### config.mk
export PLATFORM = sky130hd
export DESIGN_NAME = rs485_frame_echo
export DESIGN_NICKNAME = d
export VERILOG_FILES = /design/src/rtl/rs485_frame_echo.sv
export SDC_FILE = /design/constraint.sdc
export NUM_CORES = 1
export LEC_CHECK = 0
export CAP_MARGIN = 20
export CORE_ASPECT_RATIO = 0.6
export CORE_UTILIZATION = 65
export DETAILED_ROUTE_END_ITERATION = 12
export PLACE_DENSITY = 0.82
export SKIP_LAST_GASP = 1
export SYNTH_ARGS = -nofsm -noshare
export SYNTH_HDL_FRONTEND = slang
export SYNTH_SLANG_ARGS = --single-unit
export TNS_END_PERCENT = 100
### constraint.sdc
create_clock -name clk -period 8.81 [get_ports clk]
set_input_delay 1.762 -clock clk [delete_from_list [all_inputs] [get_ports clk]]
set_output_delay 1.762 -clock clk [all_outputs]
set_load 0.02 [all_outputs]
### src/rtl/rs485_frame_echo.sv
// Half-duplex RS485 frame echo: buffers an rx frame (closed by terminator or silence gap), waits a bus turnaround, then replays it to the tx.
// Optional build macro RS485_ADDR_FILTER_EN: reply only to frames whose first byte is NODE_ADDR (8'hFF = silent broadcast).
module rs485_frame_echo #(
    parameter int unsigned       DATA_W     = 8,
    parameter int unsigned       ADDR_W     = 6,
    parameter int unsigned       GAP_TICKS  = 560,
    parameter int unsigned       TURN_TICKS = 160,
    parameter int unsigned       USE_TERM   = 1,
    parameter logic [DATA_W-1:0] TERM_BYTE  = 8'h0D,
    parameter logic [DATA_W-1:0] NODE_ADDR  = 8'h01
) (
    input  logic              clk,
    input  logic              reset_n,
    input  logic [DATA_W-1:0] rx_data,
    input  logic              rx_valid,
    input  logic              tx_idle,
    output logic [DATA_W-1:0] tx_data,
    output logic              tx_en,
    output logic [ADDR_W:0]   frame_len,
    output logic              overflow,
    output logic              busy
);

    localparam int unsigned     GAP_W    = $clog2(GAP_TICKS);
    localparam int unsigned     TURN_W   = $clog2(TURN_TICKS + 1);
    localparam logic [GAP_W-1:0]  GAP_LAST  = GAP_W'(GAP_TICKS - 1);
    localparam logic [GAP_W-1:0]  GAP_ONE   = GAP_W'(1);
    localparam logic [TURN_W-1:0] TURN_LAST = TURN_W'(TURN_TICKS - 1);
    localparam logic [TURN_W-1:0] TURN_ONE  = TURN_W'(1);
    localparam logic [ADDR_W:0]   PTR_ONE   = (ADDR_W+1)'(1);
    localparam logic [ADDR_W:0]   DEPTH_L   = {1'b1, {ADDR_W{1'b0}}};

    typedef enum logic [2:0] {
        S_IDLE, S_RECV, S_FILT, S_TURN, S_SEND_REQ, S_SEND_ACK, S_SEND_DONE
    } state_t;

    state_t state_q, state_d;
    logic [ADDR_W:0]   wr_ptr_q, wr_ptr_d, rd_ptr_q, rd_ptr_d, frame_len_q, frame_len_d;
    logic [GAP_W-1:0]  gap_cnt_q, gap_cnt_d;
    logic [TURN_W-1:0] turn_cnt_q, turn_cnt_d;
    logic [1:0]        ack_cnt_q, ack_cnt_d;
    logic              overflow_q, overflow_d, tx_en_q, tx_en_d;
    logic [DATA_W-1:0] tx_data_q;
    logic [DATA_W-1:0] mem_q [2**ADDR_W];
    logic              mem_we, rd_en;
    logic [ADDR_W-1:0] mem_wa;
`ifdef RS485_ADDR_FILTER_EN
    logic [DATA_W-1:0] addr_q, addr_d;
`endif

    // A first byte equal to the terminator never closes: termination is only checked in RECV.
    logic rx_term, rx_close, wr_full, turn_done, send_last;
    assign rx_term   = (USE_TERM != 0) && rx_valid && (rx_data == TERM_BYTE);
    assign rx_close  = rx_term || (!rx_valid && (gap_cnt_q == GAP_LAST));
    assign wr_full   = (wr_ptr_q == DEPTH_L);
    assign turn_done = (turn_cnt_q == TURN_LAST);
    assign send_last = ((rd_ptr_q + PTR_ONE) == frame_len_q);

    always_ff @(posedge clk or negedge reset_n) begin
        if (!reset_n) begin
            state_q     <= S_IDLE;
            wr_ptr_q    <= '0;
            rd_ptr_q    <= '0;
            gap_cnt_q   <= '0;
            turn_cnt_q  <= '0;
            ack_cnt_q   <= '0;
            frame_len_q <= '0;
            overflow_q  <= 1'b0;
            tx_en_q     <= 1'b0;
            tx_data_q   <= '0;
`ifdef RS485_ADDR_FILTER_EN
            addr_q      <= '0;
`endif
        end else begin
            state_q     <= state_d;
            wr_ptr_q    <= wr_ptr_d;
            rd_ptr_q    <= rd_ptr_d;
            gap_cnt_q   <= gap_cnt_d;
            turn_cnt_q  <= turn_cnt_d;
            ack_cnt_q   <= ack_cnt_d;
            frame_len_q <= frame_len_d;
            overflow_q  <= overflow_d;
            tx_en_q     <= tx_en_d;
            if (rd_en) tx_data_q <= mem_q[rd_ptr_q[ADDR_W-1:0]];
`ifdef RS485_ADDR_FILTER_EN
            addr_q      <= addr_d;
`endif
        end
    end

    // Buffer contents deliberately survive reset.
    always_ff @(posedge clk) begin
        if (mem_we) mem_q[mem_wa] <= rx_data;
    end

    always_comb begin
        state_d = state_q;
        case (state_q)
            S_IDLE:      if (rx_valid) state_d = S_RECV;
`ifdef RS485_ADDR_FILTER_EN
            S_RECV:      if (rx_close) state_d = S_FILT;
            S_FILT:      state_d = (addr_q == NODE_ADDR) ? S_TURN : S_IDLE;
`else
            S_RECV:      if (rx_close) state_d = S_TURN;
`endif
            S_TURN:      if (turn_done) state_d = S_SEND_REQ;
            S_SEND_REQ:  if (tx_idle) state_d = S_SEND_ACK;
            S_SEND_ACK:  if (!tx_idle || (ack_cnt_q == 2'd3)) state_d = S_SEND_DONE;
            S_SEND_DONE: if (tx_idle) state_d = send_last ? S_IDLE : S_SEND_REQ;
            default:     state_d = S_IDLE;
        endcase
    end

    always_comb begin
        wr_ptr_d    = wr_ptr_q;
        rd_ptr_d    = rd_ptr_q;
        gap_cnt_d   = gap_cnt_q;
        turn_cnt_d  = turn_cnt_q;
        ack_cnt_d   = ack_cnt_q;
        frame_len_d = frame_len_q;
        overflow_d  = overflow_q;
        tx_en_d     = 1'b0;
        rd_en       = 1'b0;
        mem_we      = 1'b0;
        mem_wa      = '0;
`ifdef RS485_ADDR_FILTER_EN
        addr_d      = addr_q;
`endif
        case (state_q)
            S_IDLE: if (rx_valid) begin
                mem_we     = 1'b1;
                wr_ptr_d   = PTR_ONE;
                overflow_d = 1'b0;
                gap_cnt_d  = '0;
`ifdef RS485_ADDR_FILTER_EN
                addr_d     = rx_data;
`endif
            end
            S_RECV: begin
                if (rx_valid) begin
                    gap_cnt_d = '0;
                    if (wr_full) begin
                        overflow_d = 1'b1;
                    end else begin
                        mem_we   = 1'b1;
                        mem_wa   = wr_ptr_q[ADDR_W-1:0];
                        wr_ptr_d = wr_ptr_q + PTR_ONE;
                    end
                end else begin
                    gap_cnt_d = gap_cnt_q + GAP_ONE;
                end
                if (rx_close) begin
                    turn_cnt_d = '0;
`ifndef RS485_ADDR_FILTER_EN
                    frame_len_d = wr_ptr_d;
`endif
                end
            end
`ifdef RS485_ADDR_FILTER_EN
            S_FILT: if ((addr_q == NODE_ADDR) || (addr_q == {DATA_W{1'b1}})) frame_len_d = wr_ptr_q;
`endif
            S_TURN: begin
                turn_cnt_d = turn_cnt_q + TURN_ONE;
                if (turn_done) rd_ptr_d = '0;
            end
            S_SEND_REQ: if (tx_idle) begin
                tx_en_d   = 1'b1;
                rd_en     = 1'b1;
                ack_cnt_d = '0;
            end
            S_SEND_ACK:  if (tx_idle) ack_cnt_d = ack_cnt_q + 2'd1;
            S_SEND_DONE: if (tx_idle) rd_ptr_d = rd_ptr_q + PTR_ONE;
            default: ;
        endcase
    end

    assign tx_data   = tx_data_q;
    assign tx_en     = tx_en_q;
    assign frame_len = frame_len_q;
    assign overflow  = overflow_q;
    assign busy      = (state_q != S_IDLE);

endmodule

==> results.md, run 1 <==
- The run finished with clean final reports.
- The total wire length after detailed routing is 56300 um.
- The worst-margin pin slew is about 1.1 ns.
- The floorplan has 52 rows.
- Summing all multi-input logic gate instances after layout gives approximately 0.0058 mm2.
- The number of gates resized after CTS was 0.
- The first-pass iteration count of the detailed router is 6.
- The first-pass GRT wire length is 82400 um.
- In this run the tightest slew margin relative to its limit is ~25%.
- The width of the die is between 200 and 250 um.
- With fillers left out, the area of the finished cells amounts to roughly 0.025 mm2.
- The remaining design rule violation count is 0.
- Counting every net in the synthesized netlist gives around 1300.
- In this run, CTS created clock tree buffers numbering 48.
- The number of cells on the worst hold path is 1.
- For this design the top-level I/O count stands at 30.
- The standby leakage power is 8.02 nW.
- Among all flip-flop cells after synthesis, the most frequent one is sky130_fd_sc_hd__edfxtp_1.
- Of all flip-flops after synthesis, the portion carrying an async set or reset was 9.54%.
- The initial antenna violation count is 0.
- The power density of the placed cells is ~250 mW/mm2.
- Clock-pin slew was measured on the worst setup and hold paths at 0.07 ns.
- The setup skew after layout is ~0.024 ns.
- The core area is 0.0343 mm2.
- In the routed layout, each cell is associated on average with a via count of roughly 7.
- After synthesis, the cell types taking the most area are sky130_fd_sc_hd__edfxtp_1, sky130_fd_sc_hd__mux4_2, sky130_fd_sc_hd__dfrtp_1.
- The beginning of the worst hold path is turn_cnt_q[7]$_DFFE_PN0P_.
- The post-detailed-placement cell area is approximately 0.024 mm2.
- By startpoint and endpoint, the worst setup path is classified as in -> reg.
- The overall die area is roughly 0.036 mm2.
- The number of global-route vias before repair was approximately 12000.
- The number of max-cap violations is 0.
- STA classifies the critical path startpoint as an input pin.
- The layout overhead on the synthesized area is 10.3%.
- At the worst endpoint, the required time is approximately 9 ns.
- The worst register-to-register path begins at wr_ptr_q[3]$_DFFE_PN0P_.
- The share of the cycle needed by the critical path after routing is between 60% and 70%.
- The top achievable clock speed is roughly 190 MHz.
- The number of fill cells is around 1900.
- Input and output buffers added on the ports amount to 29.
- The clock tree synthesis step divided the H-tree into 2 levels.
- The pin count of the biggest net entering global routing is ~110.
- Once placement completed, the tool counted placed cells totaling 1729.
- The number of buffers inserted to repair setup after CTS is 0.
- The min-delay analysis places its worst path in the category reg -> reg.
- In this run the cell area of the synthesized design comes to roughly 0.023 mm2.
- In this run the worst path has a maximum fanout of 16.
- The cell count after synthesis is 1289.
- In the layout the commonest cells are sky130_fd_sc_hd__edfxtp_1, sky130_fd_sc_hd__nor2_1, sky130_fd_sc_hd__mux4_2.
- The worst setup path is captured at a register.
- The netlist uses 60 different library cells.
- The setup slack of the worst register-to-register path is about 4.7 ns.
- On the worst path, the slowest cell contributes a delay of ~1.1 ns.
- The slowest cell on the critical path is sky130_fd_sc_hd__nand4_1.
- VDD sags by at most 0.239 mV.
- The synthesized design contains approximately 510 enable-type register cells.
- The initial standard-cell utilization of the core is 67.1%.
- The synthesized design devotes to its leading area cell type approximately 67% of total area.
- The number of nets still failing antenna checks after routing is 0.
- The cell type with the largest total area after synthesis is sky130_fd_sc_hd__edfxtp_1.
- The max-slew violation count came to 0.
- Sequential cells were found to cover 72.7% of the synthesized design area.
- The register area is between 0.015 and 0.02 mm2.
- The family with the most delay on the worst path is simple AND/OR/NAND/NOR gates.
- The detailed router finished its first iteration with approximately 2200 violations.
- In the final routed layout, each cell accounts on average for ~31 um.
- For this run, the number of standard cells in the final layout without fillers is between 1500 and 2000.
- Final hold analysis gives a worst-case slack of approximately 0.5 ns.
- Buffers inserted to repair hold after CTS numbered 0.
- Walking the worst path, the cells encountered are clkdlybuf4s50_1 > nor4bb_1 > nand4_1 > nor2_1.
- The worst slack after detailed placement is roughly 3.2 ns.
- The clock passes through at most 3 buffers.
- The number of clock sinks is between 500 and 600.
- The placer congestion estimate is 0.906.
- Setup violations remaining at the end of the flow were counted as 0.
- After layout, the design draws a total of between 6 and 7 mW.
- The detailed-route via count is roughly 13000.
- Summed over all failing endpoints, the final setup total negative slack is 0 ns.
- The chip height is between 100 and 150 um.
- The proportion of layout cells with a drive suffix above 1 is approximately 17%.
- The data arrival time of the critical path is between 5 and 6 ns.
- Together, buffers and inverters on the worst path number 1.
- Summed over all layers, the global routing overflow is 0.
- Averaged over all synthesized cells, the footprint is between 15 and 20 um2.
- After the last flow step, the layout net total stands at roughly 1300.
- In this run the critical register-to-register path is captured at mem_q[38][2]$_DFFE_PP_.
- TritonCTS built the clock tree.
- The total track usage is approximately a third.
- The depth of the most critical reg-to-reg path is 6.
- The master cell of the clock root buffer is sky130_fd_sc_hd__clkbuf_16.
- The slack of the critical path is approximately 3.5 ns.
- The count of final hold-check violations was 0.
- The number of synthesized register bits is approximately 570.
- The end point of the worst hold path is turn_cnt_q[7]$_DFFE_PN0P_.
- The utilization of the core after routing is 74.0%.
- The detailed-placement wirelength estimate is 33900 um.
- The clock reaches the later pin of the worst-skew pair after about 0.59 ns.
- The most common library cell in the layout ignoring fill and taps is sky130_fd_sc_hd__edfxtp_1.
- Setup repair after global routing left no endpoint under its margin.
- The worst path in the final design needs a cycle of ~5.3 ns, including I/O delays and setup.
- For this run, the number of Yosys warnings is 0.
## registers in the layout (all words and copies together), names as in the netlist
register    flops
ack_cnt_q       2
rd_ptr_q        7
tx_data         8
gap_cnt_q      10
mem_q         512
tx_en           1
turn_cnt_q      8
state_q         3
overflow        1
frame_len       7
wr_ptr_q        7
## report_power, final
| group | switching (mW) | leakage [nW] | total (mW) | internal (mW) |
|---|---|---|---|---|
| combinational | 0.527 | 1.84 | 0.937 | 0.410 |
| clock | 0.988 | 0.861 | 2.39 | 1.40 |
| sequential | 0.132 | 5.32 | 3.12 | 2.99 |
| total | 1.65 | 8.02 | 6.45 | 4.80 |
## per-layer routing
| metal | global-route usage, % | part of all wire (%) | vias to the layer above |
|---|---|---|---|
| li1 | - | - | 5224 |
| met4 | 8.31 | 2.4 | 0 |
| met1 | 49.8 | 40 | 6468 |
| met3 | 12.1 | 15 | 115 |
| met2 | 44.1 | 42 | 968 |
| met5 | 0 | 0 | - |
## Yosys cell counts, drive strengths merged, types with 4 or more instances
cell type,number
nor2b,14
xor2,5
mux2i,47
nor2,108
o41ai,6
xnor2,10
nand2,90
ha,7
and4,4
o21ai,52
inv,10
or3,4
nand3b,5
nor4,4
o31ai,13
and2,4
clkbuf,30
edfxtp,512
buf,36
o211a,5
a22o,5
a2bb2oi,4
and3,10
nand2b,12
nor3,12
a31oi,8
mux4,118
nand4,9
a22oi,18
a21oi,14
dfrtp,54
nand3,27
## how the worst max path moves through the flow
| stage | cells past startpoint | endpoint | startpoint | slack, ns |
|---|---|---|---|---|
| 2_1_floorplan | 5 | mem_q[59][0]$_DFFE_PP_ | rx_valid | 5.31 |
| 3_3_place_gp | 4 | mem_q[7][5]$_DFFE_PP_ | rx_valid | 3.36 |
| 3_5_place_dp | 4 | mem_q[55][6]$_DFFE_PP_ | rx_valid | 3.21 |
| 4_1_cts | 4 | mem_q[39][6]$_DFFE_PP_ | rx_valid | 3.80 |
| 5_1_grt | 4 | mem_q[7][3]$_DFFE_PP_ | rx_valid | 3.42 |
| 6_report | 4 | mem_q[39][6]$_DFFE_PP_ | rx_valid | 3.46 |
## logic make-up after synthesis
group	count (synthesis)	share of synthesized area (%)
compound gates	144	4.20
flops	566	72.7
simple gates	313	6.34
mux	168	13.9
buf+inv	76	1.86
xor+xnor	15	0.571
fa+ha+maj	7	0.381
## layout make-up
cell class,instances,area share [%]
inverter,10,0.148
tap,459,2.26
sequential,566,66.0
timing repair buffer,48,1.57
antenna,1,0.00986
clock buffer,54,4.99
multi-input combinational,647,23.0
clock inverter,35,2.03
Note: power is estimated with default switching activity, not from simulation.
==> run 2, diff against run 1 <==
CORE_UTILIZATION = 62   (was 65)
PLACE_DENSITY = 0.79   (was 0.82)
clock period = 5.18 ns   (was 8.81 ns; I/O delays follow)
==> run 2 against run 1 <==
- sequential power rose by 70%
- setup slack got worse by 2.2 ns
- flip-flop and latch count did not move
- clock power rose by 61%
- first-iteration DRC count fell by 15%
- non-clock buffer count rose by 13
- combinational power rose by 75%
- worst hold slack improved by 0.0042 ns
- global-route usage fell by 1.3 points
- largest cell class unchanged
- largest power group unchanged
==> results.md, run 2 (synthesis results as in run 1) <==
- The run finished with clean final reports.
- The number of cells on the worst reg-to-reg path is 5.
- The terminus of the critical flop-to-flop path is mem_q[34][3]$_DFFE_PP_.
- The total wire length after detailed routing is between 50000 and 60000 um.
- The max-slew violation count is 0.
- The critical path goes through clkdlybuf4s50_1 > buf_4 > nor4bb_1 > nand2_1 > nor2_1 > nand3_1 > nor2_1.
- The setup TNS is 0 ns.
- In this run the post-CTS setup repair buffer count came out at 0.
- The detailed-placement wirelength estimate is about 35000 um.
- The count of final hold-check violations is 0.
- The total power after layout is between 10 and 15 mW.
- The post-route netlist has ~17% of its cells at a drive strength greater than 1.
- More flip-flops sit in one register than any other, and that register is mem_q.
- The master cell of the clock root buffer is sky130_fd_sc_hd__clkbuf_16.
- In this run, post-CTS repair resized a total of 0 instances.
- The normalized max-slew margin is roughly 30%.
- The worst-margin pin slew is ~1.0 ns.
- The slowest cell on the critical path is sky130_fd_sc_hd__nor2_1.
- The number of clock sinks is ~570.
- The path category of the worst min-delay check is reg -> reg.
- The boundary pin count is 30.
- For this run, design rule violations remaining after detail routing come to 0.
- The per-cell routed wire length is between 30 and 40 um.
- In this run the standard cell core region covers ~0.036 mm2.
- The routed via count divided by cell count is 6.88.
- The switching power share of the total is 25.6%.
- The leftover overflow at the end of global routing is 0.
- The category of the worst setup path capture point is a register.
- The largest single stage delay on the critical path is roughly 0.8 ns.
- The layout overhead on the synthesized area is 10.4%.
- The sequential share of power is about half.
- Global routing used a little under a third of the available tracks across all layers.
- The number of nets still failing antenna checks after routing is 0.
- The highest ir drop seen on vdd is about 0.33 mV.
- At the end of the flow, the number of nets in the layout was between 1000 and 1500.
- Setup repair after global routing left no endpoint under its margin.
- The tool flagged a number of max-cap violations equal to 0.
- The power density of the placed cells is about 430 mW/mm2.
- The most repeated library cell on the critical path is sky130_fd_sc_hd__nor2_1.
- The clock transition at the registers of the reported paths is about 0.070 ns.
- The detailed-route via count is approximately 13000.
- The TritonCTS clock tree is built.
- The logic depth of the worst setup path including buffers is 7.
- The first-pass GRT wire length is 82900 um.
- Leaving out fill and tap cells, the most frequent cell in the layout is sky130_fd_sc_hd__edfxtp_1.
- The final-report setup violation count is 0.
- The pin count of the biggest net entering global routing is slightly above 80.
- The TritonCTS buffer count is between 40 and 50.
- The nature of the critical path startpoint is an input pin.
- At the worst endpoint, the arrival time is 4.17 ns.
- The sum of buffers and inverters on the critical path is 2.
- The placer congestion estimate is 0.938.
- The first-pass iteration count of the detailed router is 6.
- The initial antenna violation count came to 3.
- In this run the register-to-register setup slack is ~1.4 ns.
- The number of global-route vias before repair was about 12000.
- After the first detailed-routing iteration, the DRC count stood at roughly 1900.
- The number of buffer cells added on primary ports is 29.
- In this run, the combinational gates consume between 10% and 20% of the power.
- In this design, the largest share of critical-path delay is due to simple AND/OR/NAND/NOR gates.
- The data required time at the worst endpoint is roughly 5.4 ns.
- In the layout the commonest cells are sky130_fd_sc_hd__edfxtp_1, sky130_fd_sc_hd__nor2_1, sky130_fd_sc_hd__mux4_2.
- For this design, the CTS-stage hold fixing added 0 buffers.
- Counting the fill cells in the layout gives about 2200.
- In the final layout, the registers with the most flip-flops are mem_q: 512 flops, gap_cnt_q: 10 flops.
- The number of buffers on the longest clock path is 3.
- The setup skew after layout is between 0.015 and 0.02 ns.
- Based on the critical path, the design can be clocked at up to roughly 250 MHz.
- The worst register-to-register path begins at wr_ptr_q[3]$_DFFE_PN0P_.
- The overall die area is ~0.038 mm2.
- The analysis attributes to cell leakage a power of 8.03 nW.
- The critical path in this run is classified as in -> reg.
- The worst-skew pair later-pin latency is between 0.5 and 0.6 ns.
- Along the worst hold path, the cell count comes to 1.
- The initial standard-cell utilization of the core is between 60% and 70%.
- The H-tree was split into 2 levels.
- The critical path endpoint is mem_q[43][3]$_DFFE_PP_.
- The share of the cycle needed by the critical path after routing is 76.5%.
- Summed over all nets, the switching power comes to roughly 2.8 mW.
- The width of the die is approximately 250 um.
- The number of flip-flops under the largest register name is around 510.
- From bottom edge to top edge, the die measures between 150 and 200 um.
- Tracing the worst setup path back leads to its startpoint at rx_valid.
- The cell-internal power is between 8 and 9 mW.
- The clock network accounts for approximately 36% of the total power.
- The floorplan has 54 rows.
- The smallest clock period supported by the final layout is computed as 3.96 ns.
- Along the worst path, the maximum fanout reaches 16.
==> run 2: cell types whose count changed in the layout (fill, tap and decap cells not counted), moves of 2 or more <==
cell                         previous run  this run
sky130_fd_sc_hd__clkinv_1               1         5
sky130_fd_sc_hd__buf_4                 17        30
sky130_fd_sc_hd__clkinv_4               2         0
sky130_fd_sc_hd__clkinv_2              10         4
sky130_fd_sc_hd__clkinvlp_4             6         3
sky130_fd_sc_hd__clkbuf_1               3        11
sky130_fd_sc_hd__bufinv_16             12         9
==> run 2: layout make-up <==
type | instances | area [um2] | area share, %
well taps | 476 | 596 | 2.35
diodes | 2 | 5.00 | 0.0197
multi-input cells | 647 | 5850 | 23.0
repair buffers | 61 | 498 | 1.96
clock buffers | 63 | 1310 | 5.16
inverters | 10 | 37.5 | 0.148
clock inverters | 24 | 354 | 1.40
flip-flops and latches | 566 | 16700 | 65.9
==> run 2: through the flow <==
step / worst slack [ns] / area, um2 / cells / util (%) / hold WS [ns]
final: 1.22 / 25400 / 1849 / 69.7 / 0.495
after global routing: 0.987 / 25400 / 1847 / 69.7 / 0.529
after CTS: 1.35 / 25400 / 1846 / 69.7 / 0.494
after detailed placement: 0.767 / 23700 / 1759 / 65.1 / 0.484
after global placement: 0.895 / 23700 / 1759 / 65.1 / 0.469
after floorplan: 2.14 / 23000 / 1289 / - / 0.446
==> run 2: routing by layer <==
layer | global-route usage (%) | vias to the layer above | share of wire [%]
met1 | 47.1 | 6448 | 41
li1 | - | 5250 | -
met5 | 0 | - | 0
met4 | 8.10 | 0 | 2.4
met3 | 11.9 | 128 | 15
met2 | 42.6 | 888 | 42
==> run 2: worst min path at each step <==
stage / to / start / slack (ns)
floorplan: turn_cnt_q[7]$_DFFE_PN0P_ / turn_cnt_q[7]$_DFFE_PN0P_ / 0.45
global placement: ack_cnt_q[1]$_DFFE_PN0P_ / ack_cnt_q[1]$_DFFE_PN0P_ / 0.47
detailed placement: turn_cnt_q[7]$_DFFE_PN0P_ / turn_cnt_q[7]$_DFFE_PN0P_ / 0.48
CTS: turn_cnt_q[7]$_DFFE_PN0P_ / turn_cnt_q[7]$_DFFE_PN0P_ / 0.49
global route: turn_cnt_q[7]$_DFFE_PN0P_ / turn_cnt_q[7]$_DFFE_PN0P_ / 0.53
finish: turn_cnt_q[7]$_DFFE_PN0P_ / turn_cnt_q[7]$_DFFE_PN0P_ / 0.49
==> run 2: worst reg2reg max path, cell delays in order (launching register included) <==
cell                      delay, ns
sky130_fd_sc_hd__dfrtp_1       0.56
sky130_fd_sc_hd__or3_1         0.46
sky130_fd_sc_hd__or3_1         0.49
sky130_fd_sc_hd__ha_1          0.31
sky130_fd_sc_hd__or4_1         0.87
sky130_fd_sc_hd__nor2_1        0.74
==> run 2: power groups by stage <==
stage	sequential, mW	combinational (mW)	clock [mW]
global placement	5.38	1.57	0
floorplan	5.29	1.17	0
detailed placement	5.39	1.60	0
CTS	5.29	1.62	3.88
global route	5.31	1.75	4.05
finish	5.30	1.64	3.85
==> run 3, diff against run 2 <==
clock period = 4 ns   (was 5.18 ns; I/O delays follow)
==> run 3 against run 2 <==
- critical path depth is 2 lower
- die area unchanged
- global-route usage shrank 0.45 points
- wire length shrank 1.9%
- setup slack got worse by 0.82 ns
- flip-flop and latch count unchanged
- via count shrank 0.43%
- clock power up 23%
- non-clock buffer count up 39
- sequential power is 29% higher
- combinational power grew 31%
- largest power group unchanged
==> results.md, run 3 (synthesis results as in run 1) <==
- The terminus of the critical flop-to-flop path is mem_q[2][3]$_DFFE_PP_.
- The width of the die is around 250 um.
- In the final layout, the registers with the most flip-flops are mem_q: 512 flops, gap_cnt_q: 10 flops.
- Once detail routing completed, the nets flagged for antenna violations numbered 0.
- The TritonCTS buffer count is 49.
- Setup repair after global routing left no endpoint under its margin.
- Clock-pin slew was measured on the worst setup and hold paths at about 0.07 ns.
- The worst-skew pair later-pin latency is ~0.6 ns.
- The overall die area is around 0.038 mm2.
- In the routed layout, each cell is associated on average with a via count of 6.70.
- The number of max-cap violations is 0.
- The total track usage is between 30% and 40%.
- The repair_antennas step left the layout with diodes totalling 0.
- More flip-flops sit in one register than any other, and that register is mem_q.
- The initial antenna violation count is 0.
- STA puts the critical path data required time at about 4.2 ns.
- The first-pass iteration count of the detailed router is 6.
- The number of clock sinks is between 500 and 600.
- Total power for the finished layout comes to roughly 14 mW.
- The detailed-route via count is 12700.
- The master cell of the clock root buffer is sky130_fd_sc_hd__clkbuf_16.
- The power density of the placed cells is 536 mW/mm2.
- The number of global-route vias before repair is 12400.
- The number of flip-flops under the largest register name is 512.
- On the final layout, the worst clock skew is around 0.016 ns.
- After clock tree synthesis, the setup repair step added 0 buffers.
- The highest ir drop seen on vdd is around 0.43 mV.
- The layout overhead on the synthesized area is 11.4%.
- The pin count of the biggest net entering global routing is 65.
- TritonCTS built the clock tree.
- Measured in cells, the most critical reg-to-reg path has a length of 5.
- The normalized max-slew margin is ~40%.
- The final net count is 1393.
- Data arrives at the worst endpoint at about 3.8 ns.
- The per-cell routed wire length is about 30 um.
- The initialized floorplan defines between 50 and 60 standard-cell rows.
- The max-slew violation count was 0.
- The number of gates resized after CTS is 0.
- At the end of routability-driven placement, the weighted congestion stood at 0.955.
- The level count of the clock H-tree is 2.
- Leaving out fill and tap cells, the most frequent cell in the layout is sky130_fd_sc_hd__edfxtp_1.
- The wire-length estimate of the detail-placed layout is 34400 um.
- The final critical-path required period is between 3 and 4 ns.
- The final-report setup violation count is 0.
- The share of the cycle needed by the critical path after routing is between 80% and 90%.
- The number of hold-repair buffers added at the cts stage is 0.
- No sink is reached through more buffers than the 3 on the longest clock path.
- The total wire length after detailed routing is roughly 55000 um.
- Leaving out fill and tap cells, the most frequent cells in the layout are sky130_fd_sc_hd__edfxtp_1, sky130_fd_sc_hd__nor2_1, sky130_fd_sc_hd__mux4_2.
- The first routing iteration left between 1500 and 2000 violations.
- The type of the worst setup path is reg -> reg.
- The boundary pin count is 30.
- The setup slack of the worst register-to-register path is roughly 0.4 ns.
- The core area is about 0.036 mm2.
- The category of the worst setup path capture point is a register.
- The remaining design rule violation count is 0.
- The post-route netlist has between 10% and 20% of its cells at a drive strength greater than 1.
- The chip height is 151 um.
- At the pin with the least slew margin, the transition time is slightly below 0.9 ns.
- The initial standard-cell utilization of the core is a little over three fifths.
- Based on the critical path, the design can be clocked at up to around 280 MHz.
- In this run the critical register-to-register path is launched from wr_ptr_q[3]$_DFFE_PN0P_.
- For the final routed database, the setup TNS stands at 0 ns.
- The leftover overflow at the end of global routing is 0.
- The count of final hold-check violations was 0.
- The tightest min-delay check is of the in -> async type.
- The count of buffers added on input and output ports is 29.
- The maximum net fanout on the critical path is 14.
- Summed over all cells, the static leakage comes to between 8 and 9 nW.
- The first global-routing pass estimated 82100 um of wire.
- The flow ran to the end, and the final reports show no timing, DRC or antenna violations.
- The nature of the critical path startpoint is a register.
## run 3: layer usage
metal	GRT usage (%)	vias up	share of wire, %
li1	-	5323	-
met1	46.6	6390	40
met2	43.0	861	42
met3	10.8	85	15
met4	6.87	0	2.0
met5	0	-	0
## run 3: critical path, stage by stage (launching register included)
cell	delay, ns
sky130_fd_sc_hd__dfrtp_1	0.51
sky130_fd_sc_hd__or3_1	0.45
sky130_fd_sc_hd__or3_1	0.46
sky130_fd_sc_hd__ha_1	0.30
sky130_fd_sc_hd__or4_1	0.85
sky130_fd_sc_hd__nor2_1	0.65
## run 3: worst max path at each step
stage / start / to / cells after the start
detailed placement: wr_ptr_q[3]$_DFFE_PN0P_ / mem_q[10][4]$_DFFE_PP_ / 5
floorplan: wr_ptr_q[5]$_DFFE_PN0P_ / mem_q[58][0]$_DFFE_PP_ / 8
finish: wr_ptr_q[3]$_DFFE_PN0P_ / mem_q[2][3]$_DFFE_PP_ / 5
global placement: wr_ptr_q[3]$_DFFE_PN0P_ / mem_q[58][4]$_DFFE_PP_ / 5
CTS: wr_ptr_q[3]$_DFFE_PN0P_ / mem_q[2][1]$_DFFE_PP_ / 5
global route: wr_ptr_q[3]$_DFFE_PN0P_ / mem_q[10][0]$_DFFE_PP_ / 5
## run 3: final cells by class
class / instances / area [um2]
flip-flops and latches: 566 / 16700
fillers: 2211 / 10800
multi-input cells: 647 / 5850
clock buffers: 68 / 1390
repair buffers: 100 / 816
well taps: 476 / 596
clock inverters: 23 / 198
inverters: 10 / 37.5
## run 3: metrics by stage
step / area (um2) / utilization (%) / instances / setup WS [ns] / hold slack [ns]
floorplan: 23000 / - / 1289 / 0.962 / 0.446
global placement: 24000 / 66.0 / 1799 / 0.579 / 0.467
detailed placement: 24000 / 66.0 / 1799 / 0.449 / 0.479
CTS: 25600 / 70.3 / 1890 / 0.407 / 0.213
global route: 25600 / 70.3 / 1890 / 0.227 / 0.251
finish: 25600 / 70.3 / 1890 / 0.403 / 0.206
## run 3: where the power goes
part           switching (mW)  internal [mW]
clock network            2.11           2.63
logic                    1.19          0.963
registers               0.243           6.59
total                    3.54           10.2
